File: src/rtl/commit_trace_monitor.sv
// commit_trace_monitor
//    Snoops register-file writeback, data-memory stores and the fetch PC of
//    the pipeline core. Every cycle with a qualifying event queues one
//    time-stamped commit record in a DEPTH-entry FIFO, drained over a
//    valid/ready port. A PC that stays unchanged for HALT_CYCLES consecutive
//    comparisons declares program end and freezes capture and the cycle count.
//
// Ports
//    clk, rst_n        clock (rising edge), asynchronous active-low reset
//    clr               synchronous clear of FIFO, counters and flags
//    pc_in             current fetch PC
//    reg_we/rd/wdata   register-file writeback snoop
//    mem_we/addr/wdata DMEM store snoop
//    trace_*           head record of the FIFO, valid/ready handshake
//    fill              records queued
//    overflow          sticky, a record was dropped on a full FIFO
//    drop_count        dropped records, saturating
//    halted            sticky program-end flag
//    cycle_count       cycle counter, frozen once halted
module commit_trace_monitor #(
   parameter int XLEN        = 32,
   parameter int DEPTH       = 16,
   parameter int HALT_CYCLES = 4,
   parameter int CNT_W       = 32
) (
   input  logic                       clk,
   input  logic                       rst_n,
   input  logic                       clr,
   input  logic [XLEN-1:0]            pc_in,
   input  logic                       reg_we,
   input  logic [4:0]                 reg_rd,
   input  logic [XLEN-1:0]            reg_wdata,
   input  logic                       mem_we,
   input  logic [XLEN-1:0]            mem_addr,
   input  logic [XLEN-1:0]            mem_wdata,
   output logic                       trace_valid,
   input  logic                       trace_ready,
   output logic                       trace_reg_v,
   output logic [4:0]                 trace_rd,
   output logic [XLEN-1:0]            trace_reg_data,
   output logic                       trace_mem_v,
   output logic [XLEN-1:0]            trace_mem_addr,
   output logic [XLEN-1:0]            trace_mem_data,
   output logic [CNT_W-1:0]           trace_cycle,
   output logic [$clog2(DEPTH):0]     fill,
   output logic                       overflow,
   output logic [15:0]                drop_count,
   output logic                       halted,
   output logic [CNT_W-1:0]           cycle_count
);

   localparam int AW = $clog2(DEPTH);
   localparam int FW = AW + 1;
   localparam int HW = $clog2(HALT_CYCLES + 1);

   typedef struct packed {
      logic             reg_v;
      logic [4:0]       rd;
      logic [XLEN-1:0]  reg_data;
      logic             mem_v;
      logic [XLEN-1:0]  mem_addr;
      logic [XLEN-1:0]  mem_data;
      logic [CNT_W-1:0] cycle;
   } rec_t;

   rec_t             rec_mem [DEPTH];
   rec_t             new_rec;
   rec_t             head;

   logic [AW-1:0]    rptr;
   logic [AW-1:0]    wptr;
   logic [FW-1:0]    fill_q;
   logic             overflow_q;
   logic [15:0]      drop_q;
   logic             halted_q;
   logic [CNT_W-1:0] cycle_q;

   logic [XLEN-1:0]  prev_pc;
   logic             prev_ok;
   logic [HW-1:0]    stable;

   logic             reg_ev;
   logic             mem_ev;
   logic             push;
   logic             pop;
   logic             full;
   logic             accept;
   logic             drop;
   logic             pc_same;

   assign reg_ev  = reg_we && (reg_rd != 5'd0);
   assign mem_ev  = mem_we;
   assign push    = (reg_ev || mem_ev) && !halted_q;
   assign full    = (fill_q == FW'(DEPTH));
   assign pop     = trace_valid && trace_ready;
   // A full FIFO still takes the new record when the head leaves this cycle.
   assign accept  = push && (!full || pop);
   assign drop    = push && full && !pop;
   assign pc_same = prev_ok && (pc_in == prev_pc);

   // Unqualified fields are stored as zero so the head never shows stale data.
   always_comb begin
      new_rec          = '0;
      new_rec.reg_v    = reg_ev;
      new_rec.rd       = reg_ev ? reg_rd : 5'd0;
      new_rec.reg_data = reg_ev ? reg_wdata : '0;
      new_rec.mem_v    = mem_ev;
      new_rec.mem_addr = mem_ev ? mem_addr : '0;
      new_rec.mem_data = mem_ev ? mem_wdata : '0;
      new_rec.cycle    = cycle_q;
   end

   // Storage is not reset; the head outputs are gated by trace_valid instead.
   always_ff @(posedge clk) begin
      if (accept && !clr) begin
         rec_mem[wptr] <= new_rec;
      end
   end

   always_ff @(posedge clk or negedge rst_n) begin
      if (!rst_n) begin
         rptr       <= '0;
         wptr       <= '0;
         fill_q     <= '0;
         overflow_q <= 1'b0;
         drop_q     <= '0;
      end else if (clr) begin
         rptr       <= '0;
         wptr       <= '0;
         fill_q     <= '0;
         overflow_q <= 1'b0;
         drop_q     <= '0;
      end else begin
         if (accept) begin
            wptr <= wptr + 1'b1;
         end
         if (pop) begin
            rptr <= rptr + 1'b1;
         end
         case ({accept, pop})
            2'b10:   fill_q <= fill_q + 1'b1;
            2'b01:   fill_q <= fill_q - 1'b1;
            default: fill_q <= fill_q;
         endcase
         if (drop) begin
            overflow_q <= 1'b1;
            if (drop_q != 16'hFFFF) begin
               drop_q <= drop_q + 16'd1;
            end
         end
      end
   end

   // Halt detector and cycle counter. The push in the halting cycle uses the
   // old halted value, so that event is still captured.
   always_ff @(posedge clk or negedge rst_n) begin
      if (!rst_n) begin
         prev_pc  <= '0;
         prev_ok  <= 1'b0;
         stable   <= '0;
         halted_q <= 1'b0;
         cycle_q  <= '0;
      end else if (clr) begin
         prev_pc  <= '0;
         prev_ok  <= 1'b0;
         stable   <= '0;
         halted_q <= 1'b0;
         cycle_q  <= '0;
      end else begin
         prev_pc <= pc_in;
         prev_ok <= 1'b1;
         if (pc_same) begin
            if (stable != HW'(HALT_CYCLES)) begin
               stable <= stable + 1'b1;
            end
            if (stable == HW'(HALT_CYCLES - 1)) begin
               halted_q <= 1'b1;
            end
         end else begin
            stable <= '0;
         end
         if (!halted_q) begin
            cycle_q <= cycle_q + 1'b1;
         end
      end
   end

   assign head           = rec_mem[rptr];
   assign trace_valid    = (fill_q != '0);
   assign trace_reg_v    = trace_valid && head.reg_v;
   assign trace_rd       = trace_valid ? head.rd       : 5'd0;
   assign trace_reg_data = trace_valid ? head.reg_data : '0;
   assign trace_mem_v    = trace_valid && head.mem_v;
   assign trace_mem_addr = trace_valid ? head.mem_addr : '0;
   assign trace_mem_data = trace_valid ? head.mem_data : '0;
   assign trace_cycle    = trace_valid ? head.cycle    : '0;

   assign fill        = fill_q;
   assign overflow    = overflow_q;
   assign drop_count  = drop_q;
   assign halted      = halted_q;
   assign cycle_count = cycle_q;

endmodule
File: config.mk
export PLATFORM = sky130hd
export DESIGN_NAME = commit_trace_monitor
export DESIGN_NICKNAME = d
export VERILOG_FILES = /design/src/rtl/commit_trace_monitor.sv
export SDC_FILE = /design/constraint.sdc
export NUM_CORES = 2
export LEC_CHECK = 0
export CORE_UTILIZATION = 50
export CTS_BUF_LIST = sky130_fd_sc_hd__clkbuf_4 sky130_fd_sc_hd__clkbuf_8
export CTS_CLUSTER_SIZE = 16
export DETAILED_ROUTE_END_ITERATION = 10
export PLACE_DENSITY = 0.74
export SLEW_MARGIN = 20
export SYNTH_ARGS = -nofsm -noshare
export SYNTH_HDL_FRONTEND = slang
export SYNTH_SLANG_ARGS = --single-unit
File: constraint.sdc
create_clock -name clk -period 12 [get_ports clk]
set_input_delay 3.6 -clock clk [delete_from_list [all_inputs] [get_ports clk]]
set_output_delay 3.6 -clock clk [all_outputs]
set_load 0.03 [all_outputs]
==> summary.md <==
| Metric | Value |
|---|---|
| Status | `completed` |
| Slew Viols, Final | `0` |
| RePlAce Congestion | `0.758` |
| Post_cts resized | `0` |
| Initial Util | `~50%` |
| Crit path cell chain | `buf_12, buf_4, mux4_2, mux4_2, and2_1, clkdlybuf4s50_1` |
| Pwr per Cell Area | `just under 200 nW/um^2` |
| Final min period | `8.70 ns` |
| Fmax | `approximately 0.11 GHz` |
| Layout Utilization | `57.8%` |
| Slowest Stage Delay on Critical Path | `approximately 0.84 ns` |
| Layout Nets | `roughly 4,500` |
| DRC | `0` |
| Global route overflow | `0` |
| Fin cells | `~7,000` |
| Crit-path max FO | `156` |
| Synth async-reset ratio | `under 10%` |
| CTS sink cnt | `~2,300` |
| Max layer used | `met5` |
| Sequential share of the synthesized area | `between 70 and 80%` |
| Met1 wire length | `between 70 and 80 mm` |
| Setup crit end kind | `output port` |
| CP arrival | `between 5 and 6 ns` |
| Final wirelength | `200 mm` |
| CTS Root Cell | `clkbuf_8` |
| Vias in the first global route | `roughly 43,000` |
| Maximum VDD drop | `approximately 0.16 mV` |
| Clock latency on the worst-skew pair | `between 1 and 1.5 ns` |
| Via count | `between 40,000 and 50,000` |
| Synth Net Count | `around 3,900` |
| Initial antenna violation count | `14` |
| DP Wirelength | `about 100 mm` |
| Post-Syn Area | `slightly below 90,000 sq um` |
| Initial DRT Pass Iterations | `5` |
| Crit path kind | `flop to output port` |
| Worst-case reg-to-reg path depth | `7` |
| WHS | `about 0.52 ns` |
| Unique masters post-synth | `between 40 and 50` |
| Slew @ Worst Pin | `roughly 1.2 ns` |
| Top FF cell, synth | `edfxtp_1` |
| Area of the multi-input gates | `~19,000 sq um` |
| Final Hold Vio Count | `0` |
| Post-Place Cells | `~6,300` |
| Die Area | `between 150,000 and 200,000 sq um` |
| Worst Setup SP | `rptr[1]` |
| Most used cell, CP | `mux4_2` |
| Routed Antenna Nets | `0` |
| Hold Crit Class | `flop to flop` |
| Setup slack, reg-to-reg | `between 7 and 8 ns` |
| Met2 routed WL | `~99 mm` |
| Slew margin rel. | `around 20%` |
| Syn_area_per_cell | `about 23 sq um` |
| GRT Util Overall | `around 23%` |
| Detail-routed via count per cell | `5.99` |
| First-pass GRT wire length | `roughly 290 mm` |
| Number of fill cells in the layout | `approximately 12,000` |
| Row count | `153` |
| CP required | `8.40 ns` |
| Final worst-path cycle share | `between 70% and 80%` |
| Yosys warns | `0` |
| Register Area | `67,400 sq um` |
| Layout area overhead | `14.8%` |
| Overall die height | `roughly 420 microns` |
| CP Capture Point | `trace_cycle[29]` |
| TritonCTS buffer count | `between 300 and 400` |
| Worst path slowest cell | `dfrtp_4` |
| Core Region | `about 170,000 sq um` |
| RSZ-0062 raised after global routing | `false` |
| Synthesis-stage register bit count | `between 2,000 and 2,500` |
| Setup Skew | `approximately 0.09 ns` |
| # H-tree levels | `5` |
| Leakage | `~31 nW` |
| Post-CTS setup buffer count | `0` |
| TritonCTS clock tree | `built` |
| EDFF count, synth | `~2,200` |
| Clk buf depth | `4` |
| Largest net degree at the start of global routing | `between 150 and 200` |
| Port buffer count | `approximately 330` |
| # setup viols final | `0` |
| FF-to-FF Start | `halted` |
| Total power | `roughly 0.019 W` |
| Worst reg2reg endpoint | `rec_mem[12][92]` |
| Starting DRC count in detailed routing | `about 4,400` |
| Setup TNS | `0 ns` |
| IO Pins | `330` |
| Max Cap Viol | `0` |
| Layout cell share with drive strength beyond 1 | `28.9%` |
| Crit path launch type | `flop` |
| Met3 WL post-DR | `17.1 mm` |
| Worst-path clk slew | `approximately 0.060 ns` |
| Wire per inst | `around 29 microns` |
| Hold-fix buffers, CTS | `0` |
| Die W | `around 420 microns` |
| Mapped Cells | `about 3,800` |
[cell usage after synthesis (all sizes together), types with 3 or more instances]
library cell / instances / area (sq um)
a21oi: 21 / 105
and2: 239 / 1500
and3: 5 / 31.3
and4: 3 / 26.3
buf: 112 / 641
clkbuf: 110 / 414
dfrtp: 99 / 2480
edfxtp: 2160 / 64900
ha: 14 / 175
inv: 12 / 45.0
mux2: 3 / 33.8
mux2i: 6 / 60.1
mux4: 675 / 15200
nand2: 18 / 67.6
nand2b: 3 / 18.8
nand3: 30 / 150
nand4: 25 / 156
nor2: 73 / 274
nor2b: 33 / 206
nor3: 9 / 56.3
nor4: 4 / 25.0
o21ai: 9 / 45.0
o31ai: 4 / 30.0
or3: 13 / 86.3
or4: 5 / 41.3
xnor2: 36 / 315
xor2: 38 / 333
[report_power, final]
part	total, W	switching, W	leakage, nW	internal (W)
combinational	0.00427	0.00228	6.63	0.00199
clock	0.00628	0.00288	3.61	0.00340
sequential	0.00886	0.0000850	21.2	0.00878
[worst max-delay path: cells and delay by family (launching register included)]
family                 cells  cell delay (ns)
buffers and inverters      3             1.93
and+or+nand+nor            1             0.24
DFF                        1             0.84
muxes                      2             0.86
[cell families after synthesis]
kind of cell	count (synthesis)	synth area share, %
XOR/XNOR	74	0.741
AND/OR/NAND/NOR	463	3.04
adder cells (fa/ha/maj)	15	0.223
AO/OA/AOI/OAI	43	0.293
buffers and inverters	234	1.26
flip-flops	2259	77.0
multiplexers	684	17.5
[metal layers]
layer	vias to the layer above	GRT usage, %
li1	16900	-
met1	22100	31.5
met2	2028	36.7
met3	289	5.20
met4	2	6.92
met5	-	0
[flip-flops by register name, summed over array words and instances, names as in the netlist]
| signal | count |
|---|---|
| cycle_count | 32 |
| prev_pc | 32 |
| prev_ok | 1 |
| rptr | 4 |
| fill | 5 |
| stable | 3 |
| halted | 1 |
| rec_mem | 2160 |
| wptr | 4 |
| overflow | 1 |
| drop_count | 16 |
[placed cells by master (no fill, tap or decap), drive strengths merged, types with 3 or more instances in the layout]
cell	n
a21oi	21
and2	239
and3	5
and4	3
buf	73
bufinv	7
clkbuf	489
clkdlybuf4s50	326
clkinv	115
clkinvlp	7
dfrtp	99
diode	10
edfxtp	2160
ha	14
inv	14
mux2	3
mux2i	6
mux4	675
nand2	18
nand2b	3
nand3	30
nand4	25
nor2	73
nor2b	33
nor3	9
nor4	4
o21ai	9
o31ai	4
or3	13
or4	5
xnor2	36
xor2	38
[worst min-delay path by stage]
stage,startpoint,to,depth (start not counted)
final,overflow,overflow,2
after floorplan,stable[0],stable[0],2
after detailed placement,overflow,overflow,2
after global routing,overflow,overflow,2
after CTS,overflow,overflow,2
after global placement,overflow,overflow,2
[per-stage QoR]
stage          setup WS [ns]  area, sq um
3_3_place_gp            3.97        93600
4_1_cts                 3.28       100000
6_report                3.30       100000
3_5_place_dp            3.97        93600
5_1_grt                 3.13       100000
2_1_floorplan           1.30        87500
[layout make-up]
cell class / count / area share [%]
clock buffers: 489 / 6.01
diodes: 10 / 0.0249
well taps: 2325 / 2.90
inverters: 12 / 0.0448
flip-flops and latches: 2259 / 67.1
repair buffers: 399 / 4.08
multi-input cells: 1279 / 19.1
clock inverters: 131 / 0.766
(Power assumes the default switching activity.)
